==> config.mk <==
export PLATFORM = sky130hd
export DESIGN_NAME = alu_operand_stage
export DESIGN_NICKNAME = d
export VERILOG_FILES = /design/src/rtl/alu_operand_stage.sv
export SDC_FILE = /design/constraint.sdc
export NUM_CORES = 1
export LEC_CHECK = 0
export CORE_ASPECT_RATIO = 0.5
export CORE_MARGIN = 5
export CORE_UTILIZATION = 40
export CTS_CLUSTER_SIZE = 28
export DETAILED_ROUTE_END_ITERATION = 8
export MAX_ROUTING_LAYER = met4
export PLACE_DENSITY = 0.71
export SETUP_SLACK_MARGIN = 0.3
export SLEW_MARGIN = 15
export SYNTH_ARGS = -nofsm -noshare
export SYNTH_HDL_FRONTEND = slang
export SYNTH_SLANG_ARGS = --single-unit
==> constraint.sdc <==
create_clock -name clk -period 2.65 [get_ports clk]
set_input_delay 0.53 -clock clk [delete_from_list [all_inputs] [get_ports clk]]
set_output_delay 0.53 -clock clk [all_outputs]
set_load 0.1 [all_outputs]
==> src/rtl/alu_operand_stage.sv <==
// rtl/alu_operand_stage.sv - ID/EX pipeline register with MEM/WB operand forwarding and load-use detection
module alu_operand_stage #(
    parameter int XLEN = 32,
    parameter int RA_W = 5
) (
    input  logic            clk,
    input  logic            rst_n,
    input  logic            id_valid,
    input  logic [XLEN-1:0] id_pc,
    input  logic [XLEN-1:0] id_rs1_data,
    input  logic [XLEN-1:0] id_rs2_data,
    input  logic [XLEN-1:0] id_imm,
    input  logic [RA_W-1:0] id_rs1,
    input  logic [RA_W-1:0] id_rs2,
    input  logic [RA_W-1:0] id_rd,
    input  logic [3:0]      id_alu_sel,
    input  logic            id_is_signed,
    input  logic            id_use_imm,
    input  logic            id_use_pc,
    input  logic            id_reg_write,
    input  logic            id_mem_read,
    input  logic            stall,
    input  logic            flush,
    input  logic [RA_W-1:0] mem_rd,
    input  logic            mem_reg_write,
    input  logic [XLEN-1:0] mem_result,
    input  logic [RA_W-1:0] wb_rd,
    input  logic            wb_reg_write,
    input  logic [XLEN-1:0] wb_result,
    output logic [XLEN-1:0] ex_op1,
    output logic [XLEN-1:0] ex_op2,
    output logic [3:0]      ex_alu_sel,
    output logic            ex_is_signed,
    output logic [XLEN-1:0] ex_store_data,
    output logic [RA_W-1:0] ex_rd,
    output logic            ex_reg_write,
    output logic            ex_mem_read,
    output logic            ex_valid,
    output logic            load_use_hazard
);

    logic            valid_q,     valid_d;
    logic [XLEN-1:0] pc_q,        pc_d;
    logic [XLEN-1:0] rs1_data_q,  rs1_data_d;
    logic [XLEN-1:0] rs2_data_q,  rs2_data_d;
    logic [XLEN-1:0] imm_q,       imm_d;
    logic [RA_W-1:0] rs1_q,       rs1_d;
    logic [RA_W-1:0] rs2_q,       rs2_d;
    logic [RA_W-1:0] rd_q,        rd_d;
    logic [3:0]      alu_sel_q,   alu_sel_d;
    logic            is_signed_q, is_signed_d;
    logic            use_imm_q,   use_imm_d;
    logic            use_pc_q,    use_pc_d;
    logic            reg_write_q, reg_write_d;
    logic            mem_read_q,  mem_read_d;

    logic [XLEN-1:0] fwd_rs1;
    logic [XLEN-1:0] fwd_rs2;
    logic            wb_hits_rs1;
    logic            wb_hits_rs2;

    // A load sitting in EX cannot forward in time to an ID consumer; rs2 is
    // compared even when ID does not read it, trading a rare extra stall for
    // not needing per-opcode operand usage here.
    always_comb begin
        load_use_hazard = id_valid & valid_q & mem_read_q & (rd_q != '0) &
                          ((rd_q == id_rs1) | (rd_q == id_rs2));
    end

    // WB write that targets a held source; used to refresh the held operand
    // so the value is not lost once WB retires while EX is stalled.
    always_comb begin
        wb_hits_rs1 = wb_reg_write & (wb_rd != '0) & (wb_rd == rs1_q);
        wb_hits_rs2 = wb_reg_write & (wb_rd != '0) & (wb_rd == rs2_q);
    end

    // Next-state selection: flush beats stall, stall beats the load-use bubble.
    always_comb begin
        valid_d     = valid_q;
        pc_d        = pc_q;
        rs1_data_d  = rs1_data_q;
        rs2_data_d  = rs2_data_q;
        imm_d       = imm_q;
        rs1_d       = rs1_q;
        rs2_d       = rs2_q;
        rd_d        = rd_q;
        alu_sel_d   = alu_sel_q;
        is_signed_d = is_signed_q;
        use_imm_d   = use_imm_q;
        use_pc_d    = use_pc_q;
        reg_write_d = reg_write_q;
        mem_read_d  = mem_read_q;

        if (flush) begin
            valid_d     = 1'b0;
            reg_write_d = 1'b0;
            mem_read_d  = 1'b0;
        end else if (stall) begin
            if (wb_hits_rs1) begin
                rs1_data_d = wb_result;
            end
            if (wb_hits_rs2) begin
                rs2_data_d = wb_result;
            end
        end else if (load_use_hazard) begin
            valid_d     = 1'b0;
            reg_write_d = 1'b0;
            mem_read_d  = 1'b0;
        end else begin
            valid_d     = id_valid;
            pc_d        = id_pc;
            rs1_data_d  = id_rs1_data;
            rs2_data_d  = id_rs2_data;
            imm_d       = id_imm;
            rs1_d       = id_rs1;
            rs2_d       = id_rs2;
            rd_d        = id_rd;
            alu_sel_d   = id_alu_sel;
            is_signed_d = id_is_signed;
            use_imm_d   = id_use_imm;
            use_pc_d    = id_use_pc;
            reg_write_d = id_reg_write;
            mem_read_d  = id_mem_read;
        end
    end

    // Pipeline register; reset leaves the stage empty with all fields cleared.
    always_ff @(posedge clk or negedge rst_n) begin
        if (!rst_n) begin
            valid_q     <= 1'b0;
            pc_q        <= '0;
            rs1_data_q  <= '0;
            rs2_data_q  <= '0;
            imm_q       <= '0;
            rs1_q       <= '0;
            rs2_q       <= '0;
            rd_q        <= '0;
            alu_sel_q   <= 4'b0000;
            is_signed_q <= 1'b0;
            use_imm_q   <= 1'b0;
            use_pc_q    <= 1'b0;
            reg_write_q <= 1'b0;
            mem_read_q  <= 1'b0;
        end else begin
            valid_q     <= valid_d;
            pc_q        <= pc_d;
            rs1_data_q  <= rs1_data_d;
            rs2_data_q  <= rs2_data_d;
            imm_q       <= imm_d;
            rs1_q       <= rs1_d;
            rs2_q       <= rs2_d;
            rd_q        <= rd_d;
            alu_sel_q   <= alu_sel_d;
            is_signed_q <= is_signed_d;
            use_imm_q   <= use_imm_d;
            use_pc_q    <= use_pc_d;
            reg_write_q <= reg_write_d;
            mem_read_q  <= mem_read_d;
        end
    end

    // rs1 forwarding: x0 never forwards, the younger MEM result beats WB.
    always_comb begin
        fwd_rs1 = rs1_data_q;
        if (rs1_q != '0) begin
            if (mem_reg_write && (mem_rd == rs1_q)) begin
                fwd_rs1 = mem_result;
            end else if (wb_reg_write && (wb_rd == rs1_q)) begin
                fwd_rs1 = wb_result;
            end
        end
    end

    // rs2 forwarding, same priority as rs1.
    always_comb begin
        fwd_rs2 = rs2_data_q;
        if (rs2_q != '0) begin
            if (mem_reg_write && (mem_rd == rs2_q)) begin
                fwd_rs2 = mem_result;
            end else if (wb_reg_write && (wb_rd == rs2_q)) begin
                fwd_rs2 = wb_result;
            end
        end
    end

    // Operand select and ALU-facing outputs; side effects only for real instructions.
    always_comb begin
        ex_op1        = use_pc_q  ? pc_q  : fwd_rs1;
        ex_op2        = use_imm_q ? imm_q : fwd_rs2;
        ex_store_data = fwd_rs2;
        ex_alu_sel    = alu_sel_q;
        ex_is_signed  = is_signed_q;
        ex_rd         = rd_q;
        ex_valid      = valid_q;
        ex_reg_write  = valid_q & reg_write_q;
        ex_mem_read   = valid_q & mem_read_q;
    end

endmodule
==> key figures, run 1 <==
Status
  • Result of the run: finished, violations left
  • Failing checks: setup timing

Pwr
  • Relative contribution of the clock network to total power: approximately 18%
  • Proportion of power drawn by flip-flops and latches: between 20 and 25%
  • Proportion of power drawn by combinational gates: 59.8%
  • Total Power Consumption: 13.36 mW
  • Switching Share: around 45%
  • Pleak: around 8.6 nW
  • Max VDD drop: 457.4 uV
  • Internal Dissipation: 7.346 mW
  • Switching power total: 6.015 mW
  • Power per standard cell area: approximately 640 nW/um^2

Placement
  • Hpwl dp: around 31000 microns
  • Placed Instances: 1637
  • GP Congestion: 0.8700
  • IO buf count: ~340

Global route
  • GR Util met2: between 50 and 60%
  • M3 GR Usage: approximately 6.1%
  • Global-route wire length before repair: about 71000 microns
  • Via count of the first global-routing pass: 11290
  • Initial antenna violation count: 5
  • Largest net degree at the start of global routing: 61
  • Met1 routing resource usage after global routing: roughly 44%
  • Layer carrying the most global-route usage: met2
  • Combined global-route utilization of all metal layers: around 35%
  • Global route overflow: 0

Finish
  • Fraction of layout instances using a drive strength above 1: 49.00%
  • Final std cells w/o fill: approximately 1800
  • Layout net count: between 1500 and 2000
  • Area Overhead vs Synth: 114.1%

Yosys
  • Post-synthesis area per instance: between 10 and 15 sq um
  • Main area contributors after synthesis: sky130_fd_sc_hd__dfrtp_1 (39%), sky130_fd_sc_hd__mux2i_1 (13%), sky130_fd_sc_hd__mux2_2 (6.6%), sky130_fd_sc_hd__o221ai_1 (5.7%), sky130_fd_sc_hd__nand2b_1 (4.2%)
  • Primary FF master, synth: sky130_fd_sc_hd__dfrtp_1
  • Most area-hungry cell type in the Yosys netlist: sky130_fd_sc_hd__dfrtp_1
  • Post-synthesis cell count: between 900 and 1000
  • Register bit count reported by yosys: 153
  • Synth Warn #: 0
  • Share of the synthesized area in the top cell type: 39.19%
  • Post-synthesis net count: between 1000 and 1500
  • Count of cell types in the netlist: 45
  • Post-synth EDFFs: 0
  • Async SR Flop Fraction: 100.0%
  • Post-synth top cells: sky130_fd_sc_hd__dfrtp_1 (153), sky130_fd_sc_hd__mux2i_1 (125), sky130_fd_sc_hd__inv_1 (68), sky130_fd_sc_hd__nand2b_1 (65), sky130_fd_sc_hd__o221ai_1 (64)
  • Cell area after technology mapping: a little under 10000 sq um
  • Most instantiated library cell after synthesis: sky130_fd_sc_hd__dfrtp_1
  • Share of the yosys chip area belonging to registers: ~40%

Critical path
  • Launching element type of the critical path: register
  • Critical-path cell list: xor2_1 > nor4_2 > buf_4 > and2_4 > o21a_4 > buf_6 > buf_12 > buf_16 > o21ai_4 > buf_12
  • Cell family with most CP delay: buffers and inverters
  • Most common cell type on the critical path: sky130_fd_sc_hd__buf_12
  • Launch point of the worst reg-to-reg path: ex_rd[2]$_DFFE_PN0P_
  • Largest stage delay, worst path: 0.42 ns
  • CP max stage cell: sky130_fd_sc_hd__dfrtp_1
  • Path type of the worst setup path: reg -> out
  • Worst path buffer plus inverter count: 5
  • Worst setup path startpoint: rs2_q[0]$_DFFE_PN0P_
  • Max Fanout on Critical Path: 7
  • Endpoint type of the worst setup path: output port
  • Data arrival time of the critical path: 2.73 ns
  • Required time worst endpoint: 2.12 ns

Floorplan
  • Area enclosed by the die boundary: 27840 sq um
  • Y dimension of the die: ~120 microns
  • Initial core utilization: about two fifths
  • Number of I/O pins: 343
  • Die outline width: 231.0 microns
  • Core box area: 24020 sq um
  • Placement Rows: 40

Clock tree
  • Clock root buffer: sky130_fd_sc_hd__clkbuf_16
  • Clock transition at the registers of the reported paths: around 0.07 ns
  • Clock tree from TritonCTS: done
  • Max Root-Sink Buffers: 2
  • CTS Buf Count: 17
  • Clk_lat worst skew: approximately 0.46 ns
  • Depth of the CTS H-tree: 4
  • TritonCTS sink count: between 150 and 200

Drt
  • Wire per inst: slightly below 30 microns
  • Total iterations of the first detailed-routing run: 8
  • Routed Antenna Nets: 0
  • Post-detailed-route DRC marker count: 0
  • Via/cell ratio: between 6 and 7
  • Total number of vias: 10860
  • DR iter-0 viols: ~1100
  • Routed wire length: approximately 52000 microns

Timing
  • Shortest clock period the worst path allows after layout: about 3.3 ns
  • Worst slew margin: 65.23%
  • Setup violators final: 96
  • Sum Neg Setup Slack: -51.78 ns
  • Setup repair after global routing missed its margin: true
  • Worst-Margin Slew: ~0.52 ns
  • Clock skew: roughly 0.014 ns
  • Final hold violation count: 0
  • Final worst-path setup slack: -0.6091 ns
  • Slew Limit Fails: 0
  • Maximum achievable frequency: approximately 0.3 GHz
  • Ratio of final minimum period to clock period: 123.0%
  • Worst hold-check slack: between 0.5 and 0.6 ns

Hold path
  • Type of the most critical hold path: in -> reg
  • Worst hold path startpoint: id_rs1[1]

Flow run
  • Number of max-cap violations: 0
[worst paths after layout]
path | end | slack [ns] | depth (start not counted)
setup / recovery | ex_store_data[7] | -0.61 | 10
hold / removal | rs1_q[1]$_DFFE_PN0P_ | 0.50 | 2
setup reg to reg | pc_q[16]$_DFFE_PN0P_ | 0.03 | 10
hold reg to reg | imm_q[6]$_DFFE_PN0P_ | 0.51 | 1
max in group asynchronous | use_imm_q$_DFFE_PN0P_ | 1.34 | 3
min in group asynchronous | rs1_q[1]$_DFFE_PN0P_ | 0.57 | 2
[power groups by stage]
| stage | combinational [mW] | sequential [mW] | clock, mW |
|---|---|---|---|
| finish | 7.99 | 2.98 | 2.39 |
| global route | 8.18 | 3.01 | 2.49 |
| CTS | 7.65 | 2.92 | 2.36 |
| detailed placement | 7.30 | 2.96 | 0 |
| global placement | 7.23 | 2.95 | 0 |
| floorplan | 4.55 | 3.05 | 0 |
[layout by cell type, fill, tap and decap left out, types with 5 or more instances in the layout]
cell / n
sky130_fd_sc_hd__a21boi_1: 20
sky130_fd_sc_hd__inv_1: 68
sky130_fd_sc_hd__buf_6: 57
sky130_fd_sc_hd__dfrtp_2: 9
sky130_fd_sc_hd__clkinv_2: 6
sky130_fd_sc_hd__buf_12: 143
sky130_fd_sc_hd__clkdlybuf4s50_1: 219
sky130_fd_sc_hd__buf_8: 11
sky130_fd_sc_hd__buf_4: 90
sky130_fd_sc_hd__dfrtp_1: 141
sky130_fd_sc_hd__xor2_1: 15
sky130_fd_sc_hd__nand2_1: 39
sky130_fd_sc_hd__mux2i_4: 40
sky130_fd_sc_hd__clkbuf_8: 5
sky130_fd_sc_hd__and3_4: 32
sky130_fd_sc_hd__nor2_1: 7
sky130_fd_sc_hd__dlygate4sd2_1: 10
sky130_fd_sc_hd__diode_2: 6
sky130_fd_sc_hd__a222oi_1: 32
sky130_fd_sc_hd__xnor2_1: 7
sky130_fd_sc_hd__o221ai_4: 64
sky130_fd_sc_hd__a21boi_0: 7
sky130_fd_sc_hd__nand2b_1: 65
sky130_fd_sc_hd__mux2i_2: 8
sky130_fd_sc_hd__clkbuf_16: 27
sky130_fd_sc_hd__mux2_4: 86
sky130_fd_sc_hd__buf_16: 24
sky130_fd_sc_hd__o21ai_4: 33
sky130_fd_sc_hd__o221a_4: 30
sky130_fd_sc_hd__mux2i_1: 77
[area by class of cell]
type	count	area [sq um]
repair buffers	569	7629
inverters	69	261.5
fillers	1052	3104
clock inverters	8	45.04
clock buffers	24	501.7
diodes	6	15.01
well taps	315	394.1
flip-flops and latches	153	3851
multi-input cells	622	8222
[layer usage]
metal / share of wire, % / vias to the layer above / routed length, microns
met1: 39 / 5596 / 20630
met5: 0 / - / 0
li1: - / 4528 / -
met3: 6.9 / 171 / 3601
met4: 4.7 / 0 / 2471
met2: 49 / 564 / 25690
[registers in the layout, summed over array words and instances (netlist names)]
signal        count
mem_read_q        1
rs1_q             5
ex_is_signed      1
ex_valid          1
rs2_q             5
use_pc_q          1
rs2_data_q       32
imm_q            32
use_imm_q         1
reg_write_q       1
ex_rd             5
rs1_data_q       32
ex_alu_sel        4
pc_q             32
[cell families after synthesis]
group | synth area share (%)
compound gates | 18.58
mux | 22.72
simple gates | 9.617
buf+inv | 7.210
flops | 39.19
xor+xnor | 2.689
[metrics by stage]
stage	util [%]	area, sq um	worst slack (ns)
finish	87.08	20920	-0.6091
global route	87.07	20920	-0.6749
CTS	83.07	19960	-0.6137
detailed placement	74.30	17850	-0.7143
global placement	74.30	17850	-0.6727
floorplan	-	12360	-0.4053
[what timing repair did]
action	in CTS	in global routing
setup endpoints to repair	183	247
pin swaps	54	47
gates resized for setup	141	105
endpoints found under the hold margin	35	0
gates cloned	22	10
buffers inserted	46	12
hold buffers	1	0
No activity file was read; power rests on OpenSTA's default activity.
==> run 2: changes to the inputs <==
--- a/config.mk
+++ b/config.mk
@@ -5,6 +5,7 @@
 export SDC_FILE = /design/constraint.sdc
 export NUM_CORES = 1
 export LEC_CHECK = 0
+export CAP_MARGIN = 20
 export CORE_ASPECT_RATIO = 0.5
 export CORE_MARGIN = 5
 export CORE_UTILIZATION = 40
==> results of run 2 <==
The final DEF is identical to that of run 1; final timing and power are the same.
